<file path="config.mk">
export PLATFORM = sky130hd
export DESIGN_NAME = hbconsole_mux
export DESIGN_NICKNAME = d
export VERILOG_FILES = /design/src/rtl/hbconsole_mux.sv
export SDC_FILE = /design/constraint.sdc
export NUM_CORES = 1
export LEC_CHECK = 0
export CAP_MARGIN = 20
export CORE_MARGIN = 10
export CORE_UTILIZATION = 38
export DETAILED_ROUTE_END_ITERATION = 8
export HOLD_SLACK_MARGIN = 0.15
export PLACE_DENSITY_LB_ADDON = 0.2
export SLEW_MARGIN = 10
export SYNTH_ARGS = -nofsm -noshare
export SYNTH_HDL_FRONTEND = slang
export SYNTH_SLANG_ARGS = --single-unit
</file>
<file path="constraint.sdc">
create_clock -name i_clk -period 1.7 [get_ports i_clk]
set_input_delay 0.51 -clock i_clk [delete_from_list [all_inputs] [get_ports i_clk]]
set_output_delay 0.51 -clock i_clk [all_outputs]
set_load 0.01 [all_outputs]
</file>
<file path="src/rtl/hbconsole_mux.sv">
// hbconsole_mux
//
// Shares one UART byte stream between two 7-bit character channels: the
// console peripheral and the hexbus debug bus. Bit 7 of each UART byte
// tags the channel (1 = hexbus, 0 = console).
//
// Receive side: a registered demux. It has no back-pressure.
// Transmit side: a single output register feeds the UART. Once a hexbus
// response starts, it stays contiguous up to its terminating newline (the
// HB_LOCK state). A stalled response is released after an idle timeout.
// When both channels are pending in IDLE, they alternate per packet.
//
// Ports:
//   i_clk, i_reset          clock, synchronous active-high reset
//   i_rx_stb, i_rx_data     UART receive byte strobe/data
//   o_console_stb/_data     console receive character
//   o_hb_stb, o_hb_byte     hexbus receive character
//   i_console_stb/_data     console transmit request/character
//   o_console_busy          console transmit back-pressure
//   i_hb_stb, i_hb_byte     hexbus transmit request/character
//   o_hb_busy               hexbus transmit back-pressure
//   o_tx_stb, o_tx_data     UART transmit request/byte
//   i_tx_busy               UART transmitter busy
//
// Parameter:
//   LGTIMEOUT               log2 of the hexbus-lock idle timeout (2..20)

module hbconsole_mux #(
  parameter int LGTIMEOUT = 10
) (
  input  logic       i_clk,
  input  logic       i_reset,
  input  logic       i_rx_stb,
  input  logic [7:0] i_rx_data,
  output logic       o_console_stb,
  output logic [6:0] o_console_data,
  output logic       o_hb_stb,
  output logic [6:0] o_hb_byte,
  input  logic       i_console_stb,
  input  logic [6:0] i_console_data,
  output logic       o_console_busy,
  input  logic       i_hb_stb,
  input  logic [6:0] i_hb_byte,
  output logic       o_hb_busy,
  output logic       o_tx_stb,
  output logic [7:0] o_tx_data,
  input  logic       i_tx_busy
);

  typedef enum logic {
    IDLE    = 1'b0,
    HB_LOCK = 1'b1
  } state_t;

  localparam logic [6:0] NEWLINE = 7'h0a;

  state_t               state;
  logic                 last_hb;
  logic [LGTIMEOUT-1:0] idle_count;

  logic load_ok;
  logic sel_hb;
  logic sel_con;
  logic hb_accept;
  logic con_accept;
  logic hb_newline;
  logic timed_out;

  // Receive demux
  always_ff @(posedge i_clk) begin
    if (i_reset) begin
      o_console_stb  <= 1'b0;
      o_hb_stb       <= 1'b0;
      o_console_data <= 7'h00;
      o_hb_byte      <= 7'h00;
    end else begin
      o_console_stb <= i_rx_stb && !i_rx_data[7];
      o_hb_stb      <= i_rx_stb && i_rx_data[7];
      if (i_rx_stb) begin
        o_console_data <= i_rx_data[6:0];
        o_hb_byte      <= i_rx_data[6:0];
      end
    end
  end

  // Arbitration. In HB_LOCK only the hexbus can be selected. In IDLE,
  // last_hb breaks a tie so the two channels alternate per packet.
  always_comb begin
    sel_hb  = 1'b0;
    sel_con = 1'b0;
    if (state == HB_LOCK) begin
      sel_hb = i_hb_stb;
    end else if (i_hb_stb && i_console_stb) begin
      if (last_hb)
        sel_con = 1'b1;
      else
        sel_hb = 1'b1;
    end else begin
      sel_hb  = i_hb_stb;
      sel_con = i_console_stb;
    end
  end

  // The output register can take a new byte when it is empty or is
  // being drained by the UART this very cycle.
  assign load_ok        = !o_tx_stb || !i_tx_busy;
  assign o_hb_busy      = !(load_ok && sel_hb);
  assign o_console_busy = !(load_ok && sel_con);

  assign hb_accept  = i_hb_stb && !o_hb_busy;
  assign con_accept = i_console_stb && !o_console_busy;
  assign hb_newline = hb_accept && (i_hb_byte == NEWLINE);
  assign timed_out  = &idle_count;

  // UART output register
  always_ff @(posedge i_clk) begin
    if (i_reset) begin
      o_tx_stb  <= 1'b0;
      o_tx_data <= 8'h00;
    end else if (hb_accept) begin
      o_tx_stb  <= 1'b1;
      o_tx_data <= {1'b1, i_hb_byte};
    end else if (con_accept) begin
      o_tx_stb  <= 1'b1;
      o_tx_data <= {1'b0, i_console_data};
    end else if (!i_tx_busy) begin
      o_tx_stb <= 1'b0;
    end
  end

  // Lock FSM and idle timeout. A hexbus accept always takes precedence
  // over the timeout. Both paths leave the FSM in IDLE with last_hb set
  // when the packet ends.
  always_ff @(posedge i_clk) begin
    if (i_reset) begin
      state      <= IDLE;
      last_hb    <= 1'b0;
      idle_count <= '0;
    end else begin
      case (state)
        IDLE: begin
          idle_count <= '0;
          if (hb_accept) begin
            if (hb_newline)
              last_hb <= 1'b1;
            else
              state <= HB_LOCK;
          end else if (con_accept) begin
            last_hb <= 1'b0;
          end
        end
        HB_LOCK: begin
          if (hb_accept) begin
            idle_count <= '0;
            if (hb_newline) begin
              state   <= IDLE;
              last_hb <= 1'b1;
            end
          end else if (timed_out) begin
            state      <= IDLE;
            last_hb    <= 1'b1;
            idle_count <= '0;
          end else begin
            idle_count <= idle_count + 1'b1;
          end
        end
        default: begin
          state      <= IDLE;
          idle_count <= '0;
        end
      endcase
    end
  end

endmodule
</file>
Word-level counts from Yosys, hierarchy flattened
Cells that the tools add are included.
{"block": "classes", "bitwise": 1, "div": 0, "eq_ne": 4, "n_mul": 0, "n_shift": 0, "muxes": 25, "order_cmp": 0, "n_reduce_logical": 17, "addsub": 1}
{"operator": "$mux W10", "count": 2}
{"operator": "$pmux W10 S2", "count": 1}
{"operator": "$mux W1", "count": 18}
{"operator": "$mux W8", "count": 2}
{"operator": "$add A10 B1 Y10 const B", "count": 1}
{"operator": "$reduce_and A10 Y1", "count": 1}
{"operator": "$logic_and A1 B1 Y1", "count": 8}
{"operator": "$eq A7 B4 Y1 const B", "count": 1}
{"operator": "$ne A3 B1 Y1 const B", "count": 2}
{"operator": "$logic_not A1 Y1", "count": 5}
{"operator": "$pmux W1 S2", "count": 2}
{"operator": "$ne A3 B3 Y1 const B", "count": 1}
{"operator": "$reduce_and A2 Y1", "count": 1}
{"operator": "$reduce_bool A2 Y1", "count": 1}
{"operator": "$logic_or A1 B1 Y1", "count": 1}
{"operator": "$not A1 Y1", "count": 1}
{"block": "totals", "word_cells": 56, "mem_bits_ro": 0, "ramBits": 0, "n_memories": 0, "latch_bits": 0, "ff_bits": 30, "inputBits": 28, "out_inout_bits": 27}

Depth between registers and ports, before layout
Gate-level depths: netlist of the first run.
{"block": "depth", "ltp_word": 9, "mapped_depth": 6, "mapped_depth_nobuf": 5}

Least setup slack after synthesis of the first run
Ideal clock, no wire load.
{"block": "synth_timing", "path_type": "input to output", "start": "in i_hb_stb", "end": "out o_hb_busy", "path_stages": 4, "t_arrival_ns": 1.139, "required_ns": 1.190, "path_slack_ns": 0.051, "path_cell_list": "a21bo_2 > a21o_1 > buf_6 > buf_6"}
{"block": "synth_via", "elab_chain_cells": 5}
{"element": "start: declaration", "line_no": "42", "rtl": "input logic i_hb_stb,"}
{"element": "$logic_and A1 B1 Y1", "line_no": "93", "rtl": "end else if (i_hb_stb && i_console_stb) begin"}
{"element": "$mux W1", "line_no": "93"}
{"element": "$mux W1 (*)", "line_no": "91", "rtl": "if (state == HB_LOCK) begin"}
{"element": "$logic_and A1 B1 Y1 (*)", "line_no": "107", "rtl": "assign o_hb_busy = !(load_ok && sel_hb);"}
{"element": "$logic_not A1 Y1 (*)", "line_no": "107"}
{"element": "end: declaration", "line_no": "44", "rtl": "output logic o_hb_busy,"}
Every way passes the cells marked *; elsewhere a longest branch is shown, timed or not.

Worst setup path after layout of the first run
{"block": "layout_timing", "start": "in i_console_stb", "end": "out o_hb_busy"}
{"block": "layout_via", "elab_chain_cells": 5}
{"element": "start: declaration", "line_no": "39", "rtl": "input logic i_console_stb,"}
{"element": "$logic_and A1 B1 Y1", "line_no": "93"}
{"element": "$mux W1", "line_no": "93"}
{"element": "$mux W1", "line_no": "91"}
{"element": "$logic_and A1 B1 Y1", "line_no": "107"}
{"element": "$logic_not A1 Y1", "line_no": "107"}
No other way between the ends.

==> results of run 1 <==
## worst max path at each step
stage,end,cells past startpoint,start
floorplan,o_hb_busy,4,i_hb_stb
CTS,o_hb_busy,3,o_tx_stb
detailed placement,o_hb_busy,4,i_console_stb
global route,o_hb_busy,3,o_tx_stb
global placement,o_hb_busy,4,i_console_stb
finish,o_hb_busy,4,i_console_stb
## Yosys cell counts, types with 2 or more instances
cell type	n	area (sq um)
nand4_1	3	18.8
buf_2	2	10.0
inv_1	2	7.51
buf_6	2	22.5
nor2_1	28	105
clkbuf_1	2	7.51
dfxtp_1	30	601
xor2_1	4	35.0
mux2i_1	14	140
a21oi_1	2	10.0
a211oi_2	7	87.6
xnor2_1	4	35.0
nand2_1	6	22.5
nor4_1	2	12.5
o21a_1	2	15.0
buf_4	8	60.1
nand3_1	4	20.0
## layer usage
metal	GRT usage	vias to the layer above
li1	-	575
met1	0.130	529
met2	0.197	25
met3	0.0529	6
met4	0.0376	0
met5	0	-
## registers in the layout, indices dropped and copies added (netlist names)
name / cells
idle_count: 10
o_tx_data: 8
o_hb_byte: 7
last_hb: 1
o_console_stb: 1
o_hb_stb: 1
o_tx_stb: 1
state: 1
## power by group
group          internal [mW]  switching [mW]  total [mW]
clock network          0.200           0.240       0.440
registers              0.742          0.0221       0.764
logic                  0.177           0.133       0.310
## timing repair
item,in CTS,in global routing
endpoints found under the hold margin,0,0
pin swaps,2,1
cloned,0,0
gates resized for setup,47,1
buffers inserted,1,1
setup endpoints to repair,28,4
## cell families after synthesis
| group | Yosys count |
|---|---|
| adders and majority gates | 1 |
| AOI/OAI and AO/OA | 15 |
| muxes | 14 |
| buffers and inverters | 16 |
| xor gates and xnor gates | 8 |
| and+or+nand+nor | 52 |
| DFF | 30 |
## area by class of cell
| class | count | area, sq um |
|---|---|---|
| clock buffers | 7 | 55.1 |
| clock inverters | 1 | 5.00 |
| fillers | 341 | 1410 |
| inverters | 2 | 7.51 |
| multi-input cells | 90 | 633 |
| flip-flops and latches | 30 | 602 |
| well taps | 46 | 57.6 |
| repair buffers | 65 | 589 |
## critical path, delay by kind of cell
| kind | cells | cell delay, ns |
|---|---|---|
| AO/OA/AOI/OAI | 1 | 0.17 |
| buffers and inverters | 2 | 0.38 |
| AND/OR/NAND/NOR | 1 | 0.13 |
==> impl_metrics.prom, run 1 <==
# TYPE chip_impl_metric gauge
chip_impl_metric{name="mean_instance_size_in_the_synthesized_netlist",unit="sq um"} 9.75
chip_impl_metric{name="grt_util_all_layers",unit=""} 0.118
chip_impl_metric{name="vdd_drop_max",unit="V"} 0.000442
chip_impl_metric{name="min_delay_path_depth",unit=""} 1
chip_impl_info{name="critical_path.slowest_cell",value="dlygate4sd2_1"} 1
chip_impl_metric{name="sum_of_overflow_across_all_layers_after_global_routing",unit=""} 0
chip_impl_metric{name="grt_pass1_wl",unit="mm"} 5.83
chip_impl_metric{name="io_buffer_count",unit=""} 54
chip_impl_metric{name="synthToLayoutAreaGrowth",unit="%"} 47.0
chip_impl_metric{name="drt-vias-per-instance",unit=""} 4.71
chip_impl_metric{name="syn-num-nets",unit=""} 165
chip_impl_metric{name="async_flop_share",unit=""} 0
chip_impl_metric{name="fin_total_pwr",unit="mW"} 1.51
chip_impl_metric{name="design.core.area",unit="sq um"} 3360
chip_impl_metric{name="clkSinkCount",unit=""} 30
chip_impl_info{name="tritoncts",value="yes"} 1
chip_impl_metric{name="detailroute.wirelength.met2",unit="mm"} 1.75
chip_impl_metric{name="final_nets",unit=""} 223
chip_impl_metric{name="placed_area",unit="sq um"} 1900
chip_impl_metric{name="largest_net_degree_at_the_start_of_global_routing",unit=""} 21
chip_impl_metric{name="ys_seq_elements",unit=""} 30
chip_impl_metric{name="timing.reg2reg.worst_path_depth",unit=""} 6
chip_impl_metric{name="layout_setup_ws",unit="ns"} -0.00916
chip_impl_info{name="cp_cell_sequence",value="dlygate4sd2_1 -> nor2b_4 -> a21o_1 -> buf_2"} 1
chip_impl_metric{name="finalCritPeriodShare",unit=""} 1.01
chip_impl_metric{name="worst-path-max-fanout",unit=""} 3
chip_impl_metric{name="synthDistinctLibCells",unit=""} 31
chip_impl_metric{name="insertion_delay",unit="ns"} 0.33
chip_impl_metric{name="route.detailed.drc",unit=""} 0
chip_impl_metric{name="setup_viol",unit=""} 1
chip_impl_metric{name="cts.reportedPaths.clkPinSlew",unit="ns"} 0.09
chip_impl_info{name="outcome",value="finished, violations left"} 1
chip_impl_metric{name="synth_cells",unit=""} 136
chip_impl_metric{name="cp.required",unit="ns"} 1.19
chip_impl_metric{name="slew_viol_final",unit=""} 0
chip_impl_metric{name="cts_made_buffers",unit=""} 5
chip_impl_metric{name="powerDensity",unit="nW/um^2"} 777
chip_impl_metric{name="antenna_violations_before_repair",unit=""} 0
chip_impl_metric{name="setup-tns-final",unit="ns"} -0.00916
chip_impl_info{name="rr_startpoint",value="idle_count[0]"} 1
chip_impl_metric{name="p_leak",unit="nW"} 0.879
chip_impl_metric{name="core.rowCount",unit=""} 21
chip_impl_metric{name="min_period",unit="ns"} 1.71
chip_impl_metric{name="detailroute.via_count",unit=""} 1135
chip_impl_info{name="cts_root_buf",value="clkbuf_4"} 1
chip_impl_info{name="mostFrequentLayoutCell",value="dfxtp_1"} 1
chip_impl_metric{name="synthAdderAreaFrac",unit=""} 0.00943
chip_impl_info{name="min_to",value="idle_count[0]"} 1
chip_impl_metric{name="post_synth_instance_area",unit="sq um"} 1330
chip_impl_metric{name="post-route-cell-area",unit="sq um"} 1950
chip_impl_metric{name="globalplace.congestion",unit=""} 0.737
chip_impl_metric{name="route.final.wire_length",unit="mm"} 3.42
chip_impl_metric{name="worst_ep_arrival_time",unit="ns"} 1.20
chip_impl_info{name="highest_layer",value="met4"} 1
chip_impl_metric{name="floorplan.initialDensity",unit=""} 0.394
chip_impl_info{name="most-common-layout-cells",value="29 x dfxtp_1, 28 x nor2_1, 26 x dlygate4sd2_1"} 1
chip_impl_metric{name="die_width",unit="um"} 79.1
chip_impl_info{name="worstSetupPathType",value="in -> out"} 1
chip_impl_metric{name="synth_compound_gate_area_share",unit=""} 0.110
chip_impl_metric{name="drive_gt1_frac",unit=""} 0.174
chip_impl_metric{name="fmax",unit="MHz"} 585
chip_impl_info{name="cp-end-kind",value="primary output"} 1
chip_impl_info{name="rsz0062_at_grt",value="yes"} 1
chip_impl_metric{name="placed_cells",unit=""} 231
chip_impl_metric{name="synthMuxAreaShare",unit=""} 0.106
chip_impl_metric{name="actual_slew_at_the_worst_max_slew_pin",unit="ns"} 0.313
chip_impl_metric{name="top_level_ports",unit=""} 55
chip_impl_info{name="worst_flop_to_flop_path_endpoint",value="last_hb"} 1
chip_impl_metric{name="h-tree-depth",unit=""} 2
chip_impl_metric{name="yosysWarningCount",unit=""} 0
chip_impl_metric{name="synth-xor-area-share",unit=""} 0.0528
chip_impl_metric{name="wl_per_cell",unit="um"} 14.2
chip_impl_metric{name="post_layout_nonfiller_instances",unit=""} 241
chip_impl_metric{name="drt_iter0_markers",unit=""} 52
chip_impl_metric{name="detailroute.wirelength.met3",unit="um"} 217
chip_impl_metric{name="cts_buffer_depth",unit=""} 2
chip_impl_metric{name="hold_viol",unit=""} 0
chip_impl_metric{name="synth-edff-count",unit=""} 0
chip_impl_metric{name="die_y",unit="um"} 79.1
chip_impl_info{name="hold_path_startpoint",value="idle_count[0]"} 1
chip_impl_metric{name="final_util",unit=""} 0.580
chip_impl_metric{name="timing.critical_path.slowest_cell_delay",unit="ns"} 0.24
chip_impl_info{name="postSynth.topFlopCell",value="dfxtp_1"} 1
chip_impl_metric{name="firstDrtPassIters",unit=""} 4
chip_impl_info{name="violations_in_the_final_reports",value="negative setup slack"} 1
chip_impl_metric{name="dieArea",unit="sq um"} 6250
chip_impl_metric{name="hpwlAfterDp",unit="mm"} 2.72
chip_impl_metric{name="worst_slew_margin_rel",unit=""} 0.789
chip_impl_metric{name="worst_clock_skew",unit="ns"} 0.00516
chip_impl_metric{name="first_global_vias",unit=""} 1155
chip_impl_metric{name="synth_simple_gate_area_frac",unit=""} 0.188
chip_impl_metric{name="drt-met1-wl",unit="mm"} 1.41
chip_impl_metric{name="detail-route-antenna-nets",unit=""} 0
chip_impl_metric{name="preCtsSetupSlack",unit="ns"} -0.738
chip_impl_metric{name="diodes",unit=""} 0
chip_impl_info{name="synth_top_family_by_area",value="simple AND/OR/NAND/NOR gates"} 1
chip_impl_metric{name="fin_worst_hold_slack",unit="ns"} 0.474
chip_impl_metric{name="number_of_violations_of_the_max_capacitance_limit",unit=""} 0
chip_impl_info{name="worst_setup_path_start_kind",value="primary input"} 1
chip_impl_info{name="holdCritPathClass",value="reg -> reg"} 1
chip_impl_metric{name="r2r_setup_slk",unit="ns"} 0.19
chip_impl_metric{name="synth.yosys.seq_area_share",unit=""} 0.453
chip_impl_metric{name="holdBufCountCts",unit=""} 0
No activity file was read; power rests on OpenSTA's default activity.
==> inputs of run 2 (changes only) <==
--- a/config.mk
+++ b/config.mk
@@ -7,8 +7,9 @@
 export LEC_CHECK = 0
 export CAP_MARGIN = 20
 export CORE_MARGIN = 10
-export CORE_UTILIZATION = 38
+export CORE_UTILIZATION = 40
 export DETAILED_ROUTE_END_ITERATION = 8
+export DONT_BUFFER_PORTS = 1
 export HOLD_SLACK_MARGIN = 0.15
 export PLACE_DENSITY_LB_ADDON = 0.2
 export SLEW_MARGIN = 10
==> run 2 against run 1 <==
  * The run now ends clean
  * Final area shrank 30%
  * Clock power shrank 10%
  * Largest power group unchanged
  * Non-clock buffer count shrank 62
  * Total power shrank 13%
  * Sequential power grew 3.9%
  * Clock skew grew 0.0056 ns
  * Final cell count shrank 27%
  * Critical path depth shrank 2
  * Highest routed layer unchanged
  * Flip-flop and latch count is the same
  * Critical endpoint unchanged
  * Global-route usage shrank 3.0 points
==> impl_metrics.prom, run 2 (synthesis results as in run 1) <==
# TYPE chip_impl_metric gauge
chip_impl_info{name="most-common-layout-cells",value="29 x dfxtp_1, 28 x nor2_1, 14 x mux2i_1"} 1
chip_impl_info{name="cts_root_buf",value="clkbuf_4"} 1
chip_impl_metric{name="die_width",unit="um"} 77.6
chip_impl_info{name="tritoncts",value="yes"} 1
chip_impl_info{name="largest-register",value="idle_count"} 1
chip_impl_metric{name="setup-tns-final",unit="ns"} 0
chip_impl_metric{name="post-route-cell-area",unit="sq um"} 1360
chip_impl_metric{name="detailroute.via_count",unit=""} 883
chip_impl_info{name="worstSetupPathType",value="reg -> out"} 1
chip_impl_metric{name="sum_of_overflow_across_all_layers_after_global_routing",unit=""} 0
chip_impl_metric{name="cts_buffer_depth",unit=""} 2
chip_impl_metric{name="drive_gt1_frac",unit=""} 0.153
chip_impl_metric{name="floorplan.initialDensity",unit=""} 0.427
chip_impl_metric{name="drt-vias-per-instance",unit=""} 5.05
chip_impl_info{name="cp-end-kind",value="primary output"} 1
chip_impl_metric{name="insertion_delay",unit="ns"} 0.32
chip_impl_metric{name="setup_viol",unit=""} 0
chip_impl_metric{name="h-tree-depth",unit=""} 2
chip_impl_metric{name="preCtsSetupSlack",unit="ns"} 0.142
chip_impl_metric{name="route.detailed.drc",unit=""} 0
chip_impl_info{name="outcome",value="finished clean"} 1
chip_impl_metric{name="dieArea",unit="sq um"} 6020
chip_impl_metric{name="clkSinkCount",unit=""} 30
chip_impl_metric{name="min_period",unit="ns"} 1.62
chip_impl_metric{name="io_buffer_count",unit=""} 0
chip_impl_metric{name="diodes",unit=""} 0
chip_impl_metric{name="top_level_ports",unit=""} 55
chip_impl_metric{name="hold_viol",unit=""} 0
chip_impl_metric{name="design.core.area",unit="sq um"} 3100
chip_impl_metric{name="final_nets",unit=""} 161
chip_impl_metric{name="placed_cells",unit=""} 169
chip_impl_info{name="rsz0062_at_grt",value="no"} 1
chip_impl_metric{name="largest_net_degree_at_the_start_of_global_routing",unit=""} 22
chip_impl_metric{name="final_util",unit=""} 0.439
chip_impl_info{name="largestRegisters",value="idle_count x10, o_tx_data x8, o_hb_byte x7"} 1
chip_impl_metric{name="globalplace.congestion",unit=""} 0.725
chip_impl_metric{name="first_global_vias",unit=""} 810
chip_impl_metric{name="cts_made_buffers",unit=""} 5
chip_impl_metric{name="placed_area",unit="sq um"} 1300
chip_impl_metric{name="finalCritPeriodShare",unit=""} 0.955
chip_impl_metric{name="slew_viol_final",unit=""} 0
chip_impl_metric{name="hpwlAfterDp",unit="mm"} 2.09
chip_impl_metric{name="number_of_violations_of_the_max_capacitance_limit",unit=""} 0
chip_impl_metric{name="actual_slew_at_the_worst_max_slew_pin",unit="ns"} 0.345
chip_impl_metric{name="largest_reg_flops",unit=""} 10
chip_impl_metric{name="route.final.wire_length",unit="mm"} 2.57
chip_impl_metric{name="grt_pass1_wl",unit="mm"} 4.16
chip_impl_metric{name="die_y",unit="um"} 77.6
chip_impl_metric{name="fmax",unit="MHz"} 616
chip_impl_metric{name="synthToLayoutAreaGrowth",unit="%"} 2.64
chip_impl_metric{name="post_layout_nonfiller_instances",unit=""} 175
chip_impl_metric{name="worst_ep_arrival_time",unit="ns"} 1.11
chip_impl_metric{name="layout_setup_ws",unit="ns"} 0.0773
chip_impl_metric{name="wl_per_cell",unit="um"} 14.7
chip_impl_metric{name="fin_total_pwr",unit="mW"} 1.31
chip_impl_metric{name="p_leak",unit="nW"} 0.532
chip_impl_info{name="mostFrequentLayoutCell",value="dfxtp_1"} 1
chip_impl_metric{name="drt_iter0_markers",unit=""} 29
chip_impl_metric{name="holdBufCountCts",unit=""} 0
chip_impl_metric{name="worst_clock_skew",unit="ns"} 0.0107
chip_impl_metric{name="core.rowCount",unit=""} 20
chip_impl_metric{name="antenna_violations_before_repair",unit=""} 0
chip_impl_metric{name="worst-path-max-fanout",unit=""} 4
chip_impl_metric{name="firstDrtPassIters",unit=""} 4
chip_impl_metric{name="cts.reportedPaths.clkPinSlew",unit="ns"} 0.09
chip_impl_metric{name="powerDensity",unit="nW/um^2"} 965
chip_impl_metric{name="vdd_drop_max",unit="V"} 0.000497
chip_impl_info{name="holdCritPathClass",value="in -> reg"} 1
chip_impl_metric{name="detail-route-antenna-nets",unit=""} 0
chip_impl_info{name="worst_setup_path_start_kind",value="register"} 1
chip_impl_metric{name="worst_slew_margin_rel",unit=""} 0.768
chip_impl_metric{name="grt_util_all_layers",unit=""} 0.0875
chip_impl_metric{name="fin_worst_hold_slack",unit="ns"} 0.246
chip_impl_metric{name="cp.required",unit="ns"} 1.19
[run 2: area by class of cell]
type,count,area [sq um]
fillers,329,1740
multi-input cells,90,623
flip-flops and latches,30,602
well taps,44,55.1
clock buffers,6,51.3
repair buffers,3,22.5
inverters,2,7.51
[run 2: per-layer routing]
metal / part of all wire / track usage / routed length (um)
met5: 0 / 0 / 0
met4: 0.016 / 0.0547 / 42
met3: 0.096 / 0.0438 / 247
met2: 0.48 / 0.131 / 1230
met1: 0.41 / 0.0968 / 1050
[run 2: critical path, cell delays in order, from the launching register on]
cell and delay, ns:
dfxtp_2 0.35, a21bo_2 0.21, a21o_1 0.24
[run 2: path summary, 6_finish.rpt]
check / start / end / slack [ns] / depth (start not counted)
worst max-delay path: o_tx_stb / o_hb_busy / 0.08 / 2
worst min-delay path: i_reset / o_tx_data[5] / 0.25 / 1
worst max register to register: idle_count[0] / idle_count[0] / 0.23 / 5
worst min register to register: idle_count[0] / idle_count[0] / 0.48 / 1
[run 2: repair_timing]
item / 4_1_cts / 5_1_grt
buffers inserted: 0 / 0
resized for setup: 0 / 3
setup endpoints to repair: 0 / 8
hold endpoints to repair: 0 / 0
[run 2: power by group]
part,switching (mW),internal (mW)
logic,0.0597,0.0659
clock network,0.208,0.186
registers,0.0521,0.742
total,0.320,0.994
